## src/rtl/mem_spi_flash_responder.sv

```systemverilog
// rtl/mem_spi_flash_responder.sv - SPI NOR flash responder (mode 0) bridging a serial controller to a byte store
// Define MEM_SPI_RESP_QUAD_EN to enable quad output fast read (0x6B) gated by QE.
module mem_spi_flash_responder (
    input  logic        clk,
    input  logic        rst_n,
    input  logic        in_cs_n,
    input  logic        in_sclk,
    input  logic [3:0]  in_io,
    output logic [3:0]  out_io,
    output logic [3:0]  io_ena,
    output logic [23:0] out_mem_addr,
    output logic        out_mem_rd,
    input  logic [7:0]  in_mem_rdata,
    output logic        out_mem_wr,
    output logic [7:0]  out_mem_wdata
);
    typedef enum logic [3:0] {
        S_IDLE, S_CMD, S_ADDR, S_DUMMY, S_RD_DATA,
        S_WR_DATA, S_STAT_RD, S_STAT_WR, S_IGNORE
    } state_t;

    localparam logic [7:0] OP_READ  = 8'h03;
    localparam logic [7:0] OP_PROG  = 8'h02;
    localparam logic [7:0] OP_WREN  = 8'h06;
    localparam logic [7:0] OP_WRDI  = 8'h04;
    localparam logic [7:0] OP_RDSR1 = 8'h05;
    localparam logic [7:0] OP_RDSR2 = 8'h35;
    localparam logic [7:0] OP_WRSR2 = 8'h31;
    localparam logic [7:0] OP_QREAD = 8'h6B;

    state_t      r_state;
    state_t      w_next;

    logic [1:0]  r_cs_sync;
    logic [1:0]  r_sclk_sync;
    logic [3:0]  r_io_sync0;
    logic [3:0]  r_io_sync1;
    logic        r_sclk_d;
    logic        r_cs_d;

    logic [4:0]  r_bit_cnt;
    logic [22:0] r_shift;
    logic [7:0]  r_cmd;
    logic [7:0]  r_tx;
    logic [3:0]  r_out;
    logic        r_load;
    logic        r_wel;
    logic        r_qe;
    logic        r_clr_wel;
    logic        r_quad;
    logic        r_sr2_sel;
    logic [23:0] r_addr;
    logic        r_mem_rd;
    logic        r_mem_wr;
    logic [7:0]  r_wdata;

    logic        w_cs;
    logic        w_cs_fall;
    logic        w_rise;
    logic        w_fall;
    logic [23:0] w_shift_next;
    logic [7:0]  w_byte;
    logic [7:0]  w_sr1;
    logic [7:0]  w_sr2;
    logic        w_rd_last;
    logic        w_unused_io;

    assign w_cs         = r_cs_sync[1];
    assign w_cs_fall    = r_cs_d & ~w_cs;
    assign w_rise       = ~w_cs & r_sclk_sync[1] & ~r_sclk_d;
    assign w_fall       = ~w_cs & ~r_sclk_sync[1] & r_sclk_d;
    assign w_shift_next = {r_shift, r_io_sync1[0]};
    assign w_byte       = w_shift_next[7:0];
    assign w_sr1        = {6'b0, r_wel, 1'b0};
    assign w_sr2        = {6'b0, r_qe, 1'b0};
    assign w_rd_last    = r_quad ? (r_bit_cnt == 5'd1) : (r_bit_cnt == 5'd7);
    assign w_unused_io  = ^r_io_sync1[3:1];

    assign out_mem_addr  = r_addr;
    assign out_mem_rd    = r_mem_rd;
    assign out_mem_wr    = r_mem_wr;
    assign out_mem_wdata = r_wdata;

    always_ff @(posedge clk or negedge rst_n) begin
        if (!rst_n) begin
            r_cs_sync   <= 2'b11;
            r_sclk_sync <= 2'b00;
            r_io_sync0  <= 4'h0;
            r_io_sync1  <= 4'h0;
            r_sclk_d    <= 1'b0;
            r_cs_d      <= 1'b1;
        end else begin
            r_cs_sync   <= {r_cs_sync[0], in_cs_n};
            r_sclk_sync <= {r_sclk_sync[0], in_sclk};
            r_io_sync0  <= in_io;
            r_io_sync1  <= r_io_sync0;
            r_sclk_d    <= r_sclk_sync[1];
            r_cs_d      <= w_cs;
        end
    end

    always_ff @(posedge clk or negedge rst_n) begin
        if (!rst_n) begin
            r_state <= S_IDLE;
        end else begin
            r_state <= w_next;
        end
    end

    always_comb begin
        w_next = r_state;
        if (r_state != S_IDLE && w_cs) begin
            w_next = S_IDLE;
        end else begin
            case (r_state)
                S_IDLE: if (w_cs_fall) w_next = S_CMD;
                S_CMD: begin
                    if (w_rise && r_bit_cnt == 5'd7) begin
                        case (w_byte)
                            OP_READ, OP_PROG:   w_next = S_ADDR;
                            OP_RDSR1, OP_RDSR2: w_next = S_STAT_RD;
                            OP_WRSR2:           w_next = S_STAT_WR;
`ifdef MEM_SPI_RESP_QUAD_EN
                            OP_QREAD:           w_next = r_qe ? S_ADDR : S_IGNORE;
`endif
                            default:            w_next = S_IGNORE;
                        endcase
                    end
                end
                S_ADDR: begin
                    if (w_rise && r_bit_cnt == 5'd23) begin
                        if (r_cmd == OP_PROG)       w_next = S_WR_DATA;
                        else if (r_cmd == OP_QREAD) w_next = S_DUMMY;
                        else                        w_next = S_RD_DATA;
                    end
                end
                S_DUMMY:   if (w_rise && r_bit_cnt == 5'd7) w_next = S_RD_DATA;
                S_STAT_WR: if (w_rise && r_bit_cnt == 5'd7) w_next = S_IGNORE;
                default:   w_next = r_state;
            endcase
        end
    end

    // Datapath: shift registers, counters, status bits and memory strobes
    always_ff @(posedge clk or negedge rst_n) begin
        if (!rst_n) begin
            r_bit_cnt <= '0;
            r_shift   <= '0;
            r_cmd     <= '0;
            r_tx      <= '0;
            r_out     <= '0;
            r_load    <= 1'b0;
            r_wel     <= 1'b0;
            r_qe      <= 1'b0;
            r_clr_wel <= 1'b0;
            r_quad    <= 1'b0;
            r_sr2_sel <= 1'b0;
            r_addr    <= '0;
            r_mem_rd  <= 1'b0;
            r_mem_wr  <= 1'b0;
            r_wdata   <= '0;
        end else begin
            r_mem_rd <= 1'b0;
            r_mem_wr <= 1'b0;
            r_load   <= r_mem_rd;
            if (r_load) r_tx <= in_mem_rdata;
            // Page wrap applied after the strobe so the strobe carries the byte's own address
            if (r_mem_wr) r_addr[7:0] <= r_addr[7:0] + 8'd1;

            if (w_cs || r_state == S_IDLE) begin
                r_bit_cnt <= '0;
                r_out     <= '0;
                r_clr_wel <= 1'b0;
                r_quad    <= 1'b0;
                if (r_clr_wel) r_wel <= 1'b0;
            end else begin
                case (r_state)
                    S_CMD: begin
                        if (w_rise) begin
                            r_shift   <= w_shift_next[22:0];
                            r_bit_cnt <= r_bit_cnt + 5'd1;
                            if (r_bit_cnt == 5'd7) begin
                                r_bit_cnt <= '0;
                                r_cmd     <= w_byte;
                                case (w_byte)
                                    OP_WREN:           r_wel <= 1'b1;
                                    OP_WRDI:           r_wel <= 1'b0;
                                    OP_PROG, OP_WRSR2: r_clr_wel <= r_wel;
                                    OP_RDSR1: begin
                                        r_tx      <= w_sr1;
                                        r_sr2_sel <= 1'b0;
                                    end
                                    OP_RDSR2: begin
                                        r_tx      <= w_sr2;
                                        r_sr2_sel <= 1'b1;
                                    end
`ifdef MEM_SPI_RESP_QUAD_EN
                                    OP_QREAD:          r_quad <= r_qe;
`endif
                                    default:           r_clr_wel <= 1'b0;
                                endcase
                            end
                        end
                    end
                    S_ADDR: begin
                        if (w_rise) begin
                            r_shift   <= w_shift_next[22:0];
                            r_bit_cnt <= r_bit_cnt + 5'd1;
                            if (r_bit_cnt == 5'd23) begin
                                r_bit_cnt <= '0;
                                r_addr    <= w_shift_next;
                                if (r_cmd != OP_PROG) r_mem_rd <= 1'b1;
                            end
                        end
                    end
                    S_DUMMY: begin
                        if (w_rise) begin
                            r_bit_cnt <= (r_bit_cnt == 5'd7) ? 5'd0 : r_bit_cnt + 5'd1;
                        end
                    end
                    S_RD_DATA: begin
                        if (w_fall) begin
                            if (r_quad) begin
                                r_out <= r_tx[7:4];
                                r_tx  <= {r_tx[3:0], 4'h0};
                            end else begin
                                r_out <= {2'b00, r_tx[7], 1'b0};
                                r_tx  <= {r_tx[6:0], 1'b0};
                            end
                            // Next byte is fetched now so it lands well before the following fall
                            if (w_rd_last) begin
                                r_bit_cnt <= '0;
                                r_addr    <= r_addr + 24'd1;
                                r_mem_rd  <= 1'b1;
                            end else begin
                                r_bit_cnt <= r_bit_cnt + 5'd1;
                            end
                        end
                    end
                    S_WR_DATA: begin
                        if (w_rise) begin
                            r_shift   <= w_shift_next[22:0];
                            r_bit_cnt <= r_bit_cnt + 5'd1;
                            if (r_bit_cnt == 5'd7) begin
                                r_bit_cnt <= '0;
                                if (r_wel) begin
                                    r_mem_wr <= 1'b1;
                                    r_wdata  <= w_byte;
                                end
                            end
                        end
                    end
                    S_STAT_RD: begin
                        if (w_fall) begin
                            r_out <= {2'b00, r_tx[7], 1'b0};
                            if (r_bit_cnt == 5'd7) begin
                                r_bit_cnt <= '0;
                                r_tx      <= r_sr2_sel ? w_sr2 : w_sr1;
                            end else begin
                                r_bit_cnt <= r_bit_cnt + 5'd1;
                                r_tx      <= {r_tx[6:0], 1'b0};
                            end
                        end
                    end
                    S_STAT_WR: begin
                        if (w_rise) begin
                            r_shift   <= w_shift_next[22:0];
                            r_bit_cnt <= r_bit_cnt + 5'd1;
                            if (r_bit_cnt == 5'd7 && r_wel) r_qe <= w_byte[1];
                        end
                    end
                    default: r_bit_cnt <= r_bit_cnt;
                endcase
            end
        end
    end

    always_comb begin
        io_ena = 4'b0000;
        case (r_state)
`ifdef MEM_SPI_RESP_QUAD_EN
            S_RD_DATA: io_ena = r_quad ? 4'b1111 : 4'b0010;
`else
            S_RD_DATA: io_ena = 4'b0010;
`endif
            S_STAT_RD: io_ena = 4'b0010;
            default:   io_ena = 4'b0000;
        endcase
        out_io = r_out & io_ena;
    end

endmodule

```

## config.mk

```make
export PLATFORM = sky130hd
export DESIGN_NAME = mem_spi_flash_responder
export DESIGN_NICKNAME = d
export VERILOG_FILES = /design/src/rtl/mem_spi_flash_responder.sv
export SDC_FILE = /design/constraint.sdc
export NUM_CORES = 1
export LEC_CHECK = 0
export BUFFER_PORTS_ARGS = -buffer_cell sky130_fd_sc_hd__clkbuf_2
export CAP_MARGIN = 20
export CORE_ASPECT_RATIO = 1.4
export CORE_MARGIN = 4
export CORE_UTILIZATION = 25
export CTS_CLUSTER_DIAMETER = 80
export DETAILED_ROUTE_END_ITERATION = 8
export HOLD_SLACK_MARGIN = 0.1
export MAX_ROUTING_LAYER = met4
export PLACE_DENSITY_LB_ADDON = 0.3
export SLEW_MARGIN = 20
export SYNTH_ARGS = -nofsm -noshare
export SYNTH_HDL_FRONTEND = slang
export SYNTH_SLANG_ARGS = --single-unit
```

## constraint.sdc

```tcl
create_clock -name clk -period 2.22 [get_ports clk]
set_input_delay 0.444 -clock clk [delete_from_list [all_inputs] [get_ports clk]]
set_output_delay 0.444 -clock clk [all_outputs]
set_load 0.1 [all_outputs]
```

==> implementation parameters <==
Parameter                              Value

Status
  Status    completed

STA
  Setup repair after global routing missed its margin    false
  Maximum clock rate    0.474 GHz
  Slew @ Worst Pin    around 0.56 ns
  Minimum period implied by the final worst setup slack    2.11 ns
  Fin worst setup slack    about 0.11 ns
  Setup Skew    0.0118 ns
  Hold_ws    0.182 ns
  Relative slew margins    63.0%
  Final Hold Vio Count    0
  Number of pins exceeding their max-slew limit in the final report    0
  Setup violation total in the final timing report    0
  Final critical-path share of the clock period    between 90 and 100%

Route
  Post-detailed-route via-to-cell ratio    ~5.1
  Initial DRC count    276
  Final ANT Viol Nets    0
  Via count    4187
  First-pass iteration count of the detailed router    5
  Final routed DRC violation total    0
  Per-cell routed wire length    16.4 um
  Drt total wl    about 14 mm

Run
  Number of max-capacitance violations reported    0

Logic synthesis
  Leading post-synthesis cells by instance count    93 x sky130_fd_sc_hd__dfrtp_1, 57 x sky130_fd_sc_hd__nand2_1, 43 x sky130_fd_sc_hd__mux2_2
  Main synth FF type    sky130_fd_sc_hd__dfrtp_1
  Number of warnings issued by yosys    0
  Area share of the largest cell type after synthesis    45.5%
  Most frequently used cell type in the post-synthesis netlist    sky130_fd_sc_hd__dfrtp_1
  Synth area leader    sky130_fd_sc_hd__dfrtp_1
  Share of the yosys chip area belonging to registers    47.1%
  Share of synthesized registers carrying an async set or reset    100%
  Number of synthesized flops with an enable pin    0
  Top post-synthesis cells by area    sky130_fd_sc_hd__dfrtp_1 46%, sky130_fd_sc_hd__mux2_2 9.5%, sky130_fd_sc_hd__nand2_1 4.2%
  Mapped cell area    5110 um^2
  Flops & latches, synth    96
  Number of instances in the synthesized netlist    ~500
  Distinct cell type count of the synthesized netlist    74
  Mean instance size in the synthesized netlist    10.3 um^2

Pwr
  Cell-internal power    around 2.9 mW
  Fraction of power consumed by the clock network    42.0%
  IR Drop Worst-Case VDD    0.356 mV
  Logic pwr share    11.3%
  Static leakage power    between 2 and 3 nW
  Net switching power    1.05 mW
  Switching share of power    about 27%
  Cell area power density    roughly 630 nW/um^2
  Seq pwr share    46.7%

Floorplanning
  Core area    approximately 20000 um^2
  Full die area    22800 um^2
  Initial core utilization    25.6%
  Placement Rows    between 60 and 70
  Number of top-level pins    58
  Die Y-Extent    177 um
  DIE WIDTH    between 100 and 150 um

Placement
  Final RePlAce weighted congestion    0.839
  Placement Setup Slack    0.117 ns
  Number of instances in the placed design    a little over 800
  Detailed Place HPWL    9.91 mm
  Port bufs    48

Clock tree
  Buffers from clock root to sink, at most    2
  Clock transition at the registers of the reported paths    0.07 ns
  Clock net sink count    96
  Level count of the clock H-tree    3
  CTS tree    built
  Clk root buf    sky130_fd_sc_hd__clkbuf_16
  Clock Latency Late Sink    0.36 ns
  Clock buffer count from CTS    9

Final layout
  Diode insertion count for antenna repair    0
  Total number of nets in the final design    590
  Share of the core filled with cells    31.3%
  Syn-to-layout area delta    22.3%
  Share of cells above drive strength 1    33.8%
  Post-route insts no fill    slightly above 800

Worst hold path
  Hold Crit Endpoint    r_cs_sync[0]$_DFF_PN1_
  Beginning of the worst hold path    in_cs_n
  Type of the most critical hold path    input pin to register
  WHS Path Cells    1

Setup path
  Reg-to-reg startpoint    r_bit_cnt[0]$_DFFE_PN0P_
  Cell with the largest stage delay on the worst path    sky130_fd_sc_hd__dfrtp_2
  Endpoint class of the critical path    primary output
  Data arrival, critical path    between 1.5 and 2 ns
  Family of cells with the greatest summed delay on the critical path    flip-flops
  Required time at the endpoint of the critical path    approximately 1.8 ns
  Maximum single-stage delay on the critical path    0.52 ns
  CP bufs+invs    2
  FF-to-FF path depth    7
  Cell Chain, Critical Path    nor3b_4, buf_4, and2_4, buf_12
  Worst Path Class, Setup    register to primary output
  Register-to-Register Setup Slack    between 0.15 and 0.2 ns
  Startpoint types    register
  FF-to-FF End    out_mem_wdata[6]$_DFFE_PN0P_
  Critical-path maximum fanout    15

GRT
  Via count of the first global-routing pass    4304
  Antenna violations before repair    0
  Total global routing overflow    0
  Largest net degree at the start of global routing    44
  Global routing usage summed across all routing layers    12.7%
  Global-route wire length before repair    22.5 mm
==> layer usage <==
| metal | up-vias | track usage (%) | wire [um] |
|---|---|---|---|
| li1 | 1984 | - | - |
| met4 | 0 | 4.20 | 227 |
| met3 | 14 | 2.45 | 543 |
| met2 | 93 | 21.3 | 7090 |
| met5 | - | - | 0 |
| met1 | 2096 | 15.2 | 5750 |
==> registers in the layout, summed over array words and instances, names as in the netlist, 2 cells and up <==
| register | count |
|---|---|
| out_mem_addr | 24 |
| r_shift | 23 |
| out_mem_wdata | 8 |
| r_cmd | 8 |
| r_tx | 8 |
| r_bit_cnt | 5 |
| r_state | 4 |
| r_cs_sync | 2 |
| r_sclk_sync | 2 |
==> power groups by stage <==
stage,logic [mW],clock network [mW],registers [mW]
floorplan,0.288,0,1.85
global placement,0.421,0,1.87
detailed placement,0.431,0,1.87
CTS,0.449,1.69,1.83
global route,0.487,1.77,1.83
finish,0.441,1.64,1.83
==> cells by family (layout without fill, tap and decap cells) <==
logic type	Yosys count	after routing	share of synthesized area, %
AND/OR/NAND/NOR	185	185	19.9
AO/OA/AOI/OAI	109	109	14.4
flip-flops	96	96	47.1
multiplexers	55	55	11.8
buffers and inverters	45	121	5.75
XOR/XNOR	3	3	0.514
adder cells (fa/ha/maj)	2	2	0.490
other	1	6	0.0734
==> stage by stage <==
step / power, mW / TNS (ns) / instance area [um^2]
final: 3.91 / 0 / 6250
after global routing: 4.09 / 0 / 6250
after CTS: 3.97 / 0 / 6240
after detailed placement: 2.30 / 0 / 5890
after global placement: 2.29 / 0 / 5890
after floorplan: 2.14 / -3.17 / 5180
==> worst reg2reg max path: stages, from the launching register on <==
cell and delay [ns]:
sky130_fd_sc_hd__dfrtp_1 0.38, sky130_fd_sc_hd__ha_2 0.25, sky130_fd_sc_hd__and4bb_2 0.35, sky130_fd_sc_hd__nand2_1 0.17, sky130_fd_sc_hd__nor3_2 0.23, sky130_fd_sc_hd__nand2_1 0.10
sky130_fd_sc_hd__buf_4 0.19, sky130_fd_sc_hd__mux2_2 0.28
==> timing repair <==
item                                    in CTS  in global routing
setup buffers                                3                  0
gates resized for setup                      3                  3
hold buffers                                 1                  0
endpoints found under the setup margin       1                 18
hold endpoints to repair                    32                  0
==> worst max-delay path by stage <==
| stage | from | to | slack, ns | cells after the start |
|---|---|---|---|---|
| after CTS | r_bit_cnt[0]$_DFFE_PN0P_ | out_mem_addr[7]$_DFF_PN0_ | 0.11 | 8 |
| after global routing | out_mem_addr[1]$_DFF_PN0_ | out_mem_addr[10]$_DFFE_PN0P_ | 0.02 | 6 |
| after detailed placement | r_bit_cnt[1]$_DFFE_PN0P_ | out_mem_addr[7]$_DFF_PN0_ | 0.12 | 8 |
| after global placement | r_bit_cnt[0]$_DFFE_PN0P_ | out_mem_addr[1]$_DFF_PN0_ | 0.16 | 8 |
| after floorplan | r_state[0]$_DFFE_PN0P_ | out_io[1] | -0.18 | 3 |
| final | r_state[2]$_DFFE_PN0P_ | out_io[1] | 0.11 | 4 |
==> cell usage in the layout, fill, tap and decap left out, types with 6 or more instances in the layout <==
cell type,Yosys,routed
sky130_fd_sc_hd__clkbuf_16,0,9
sky130_fd_sc_hd__nand2_1,57,56
sky130_fd_sc_hd__o31ai_1,7,7
sky130_fd_sc_hd__conb_1,1,6
sky130_fd_sc_hd__o211ai_1,10,10
sky130_fd_sc_hd__mux2i_1,12,12
sky130_fd_sc_hd__nand3_1,19,19
sky130_fd_sc_hd__a21oi_1,15,15
sky130_fd_sc_hd__a31oi_1,12,12
sky130_fd_sc_hd__nand4_1,11,11
sky130_fd_sc_hd__buf_12,0,7
sky130_fd_sc_hd__o21ai_1,1,7
sky130_fd_sc_hd__dfrtp_2,0,12
sky130_fd_sc_hd__mux2_2,43,43
sky130_fd_sc_hd__o21ai_0,31,25
sky130_fd_sc_hd__nor3_1,11,11
sky130_fd_sc_hd__clkbuf_2,0,45
sky130_fd_sc_hd__nor2_1,27,27
sky130_fd_sc_hd__dfrtp_1,93,81
sky130_fd_sc_hd__inv_1,10,10
sky130_fd_sc_hd__buf_4,9,42
==> final cells by class <==
class / instances / area, um^2
fillers: 2121 / 13700
flip-flops and latches: 96 / 2420
well taps: 252 / 315
inverters: 10 / 37.5
multi-input cells: 360 / 2470
repair buffers: 95 / 691
clock buffers: 9 / 225
clock inverters: 7 / 86.3
(Power assumes the default switching activity.)
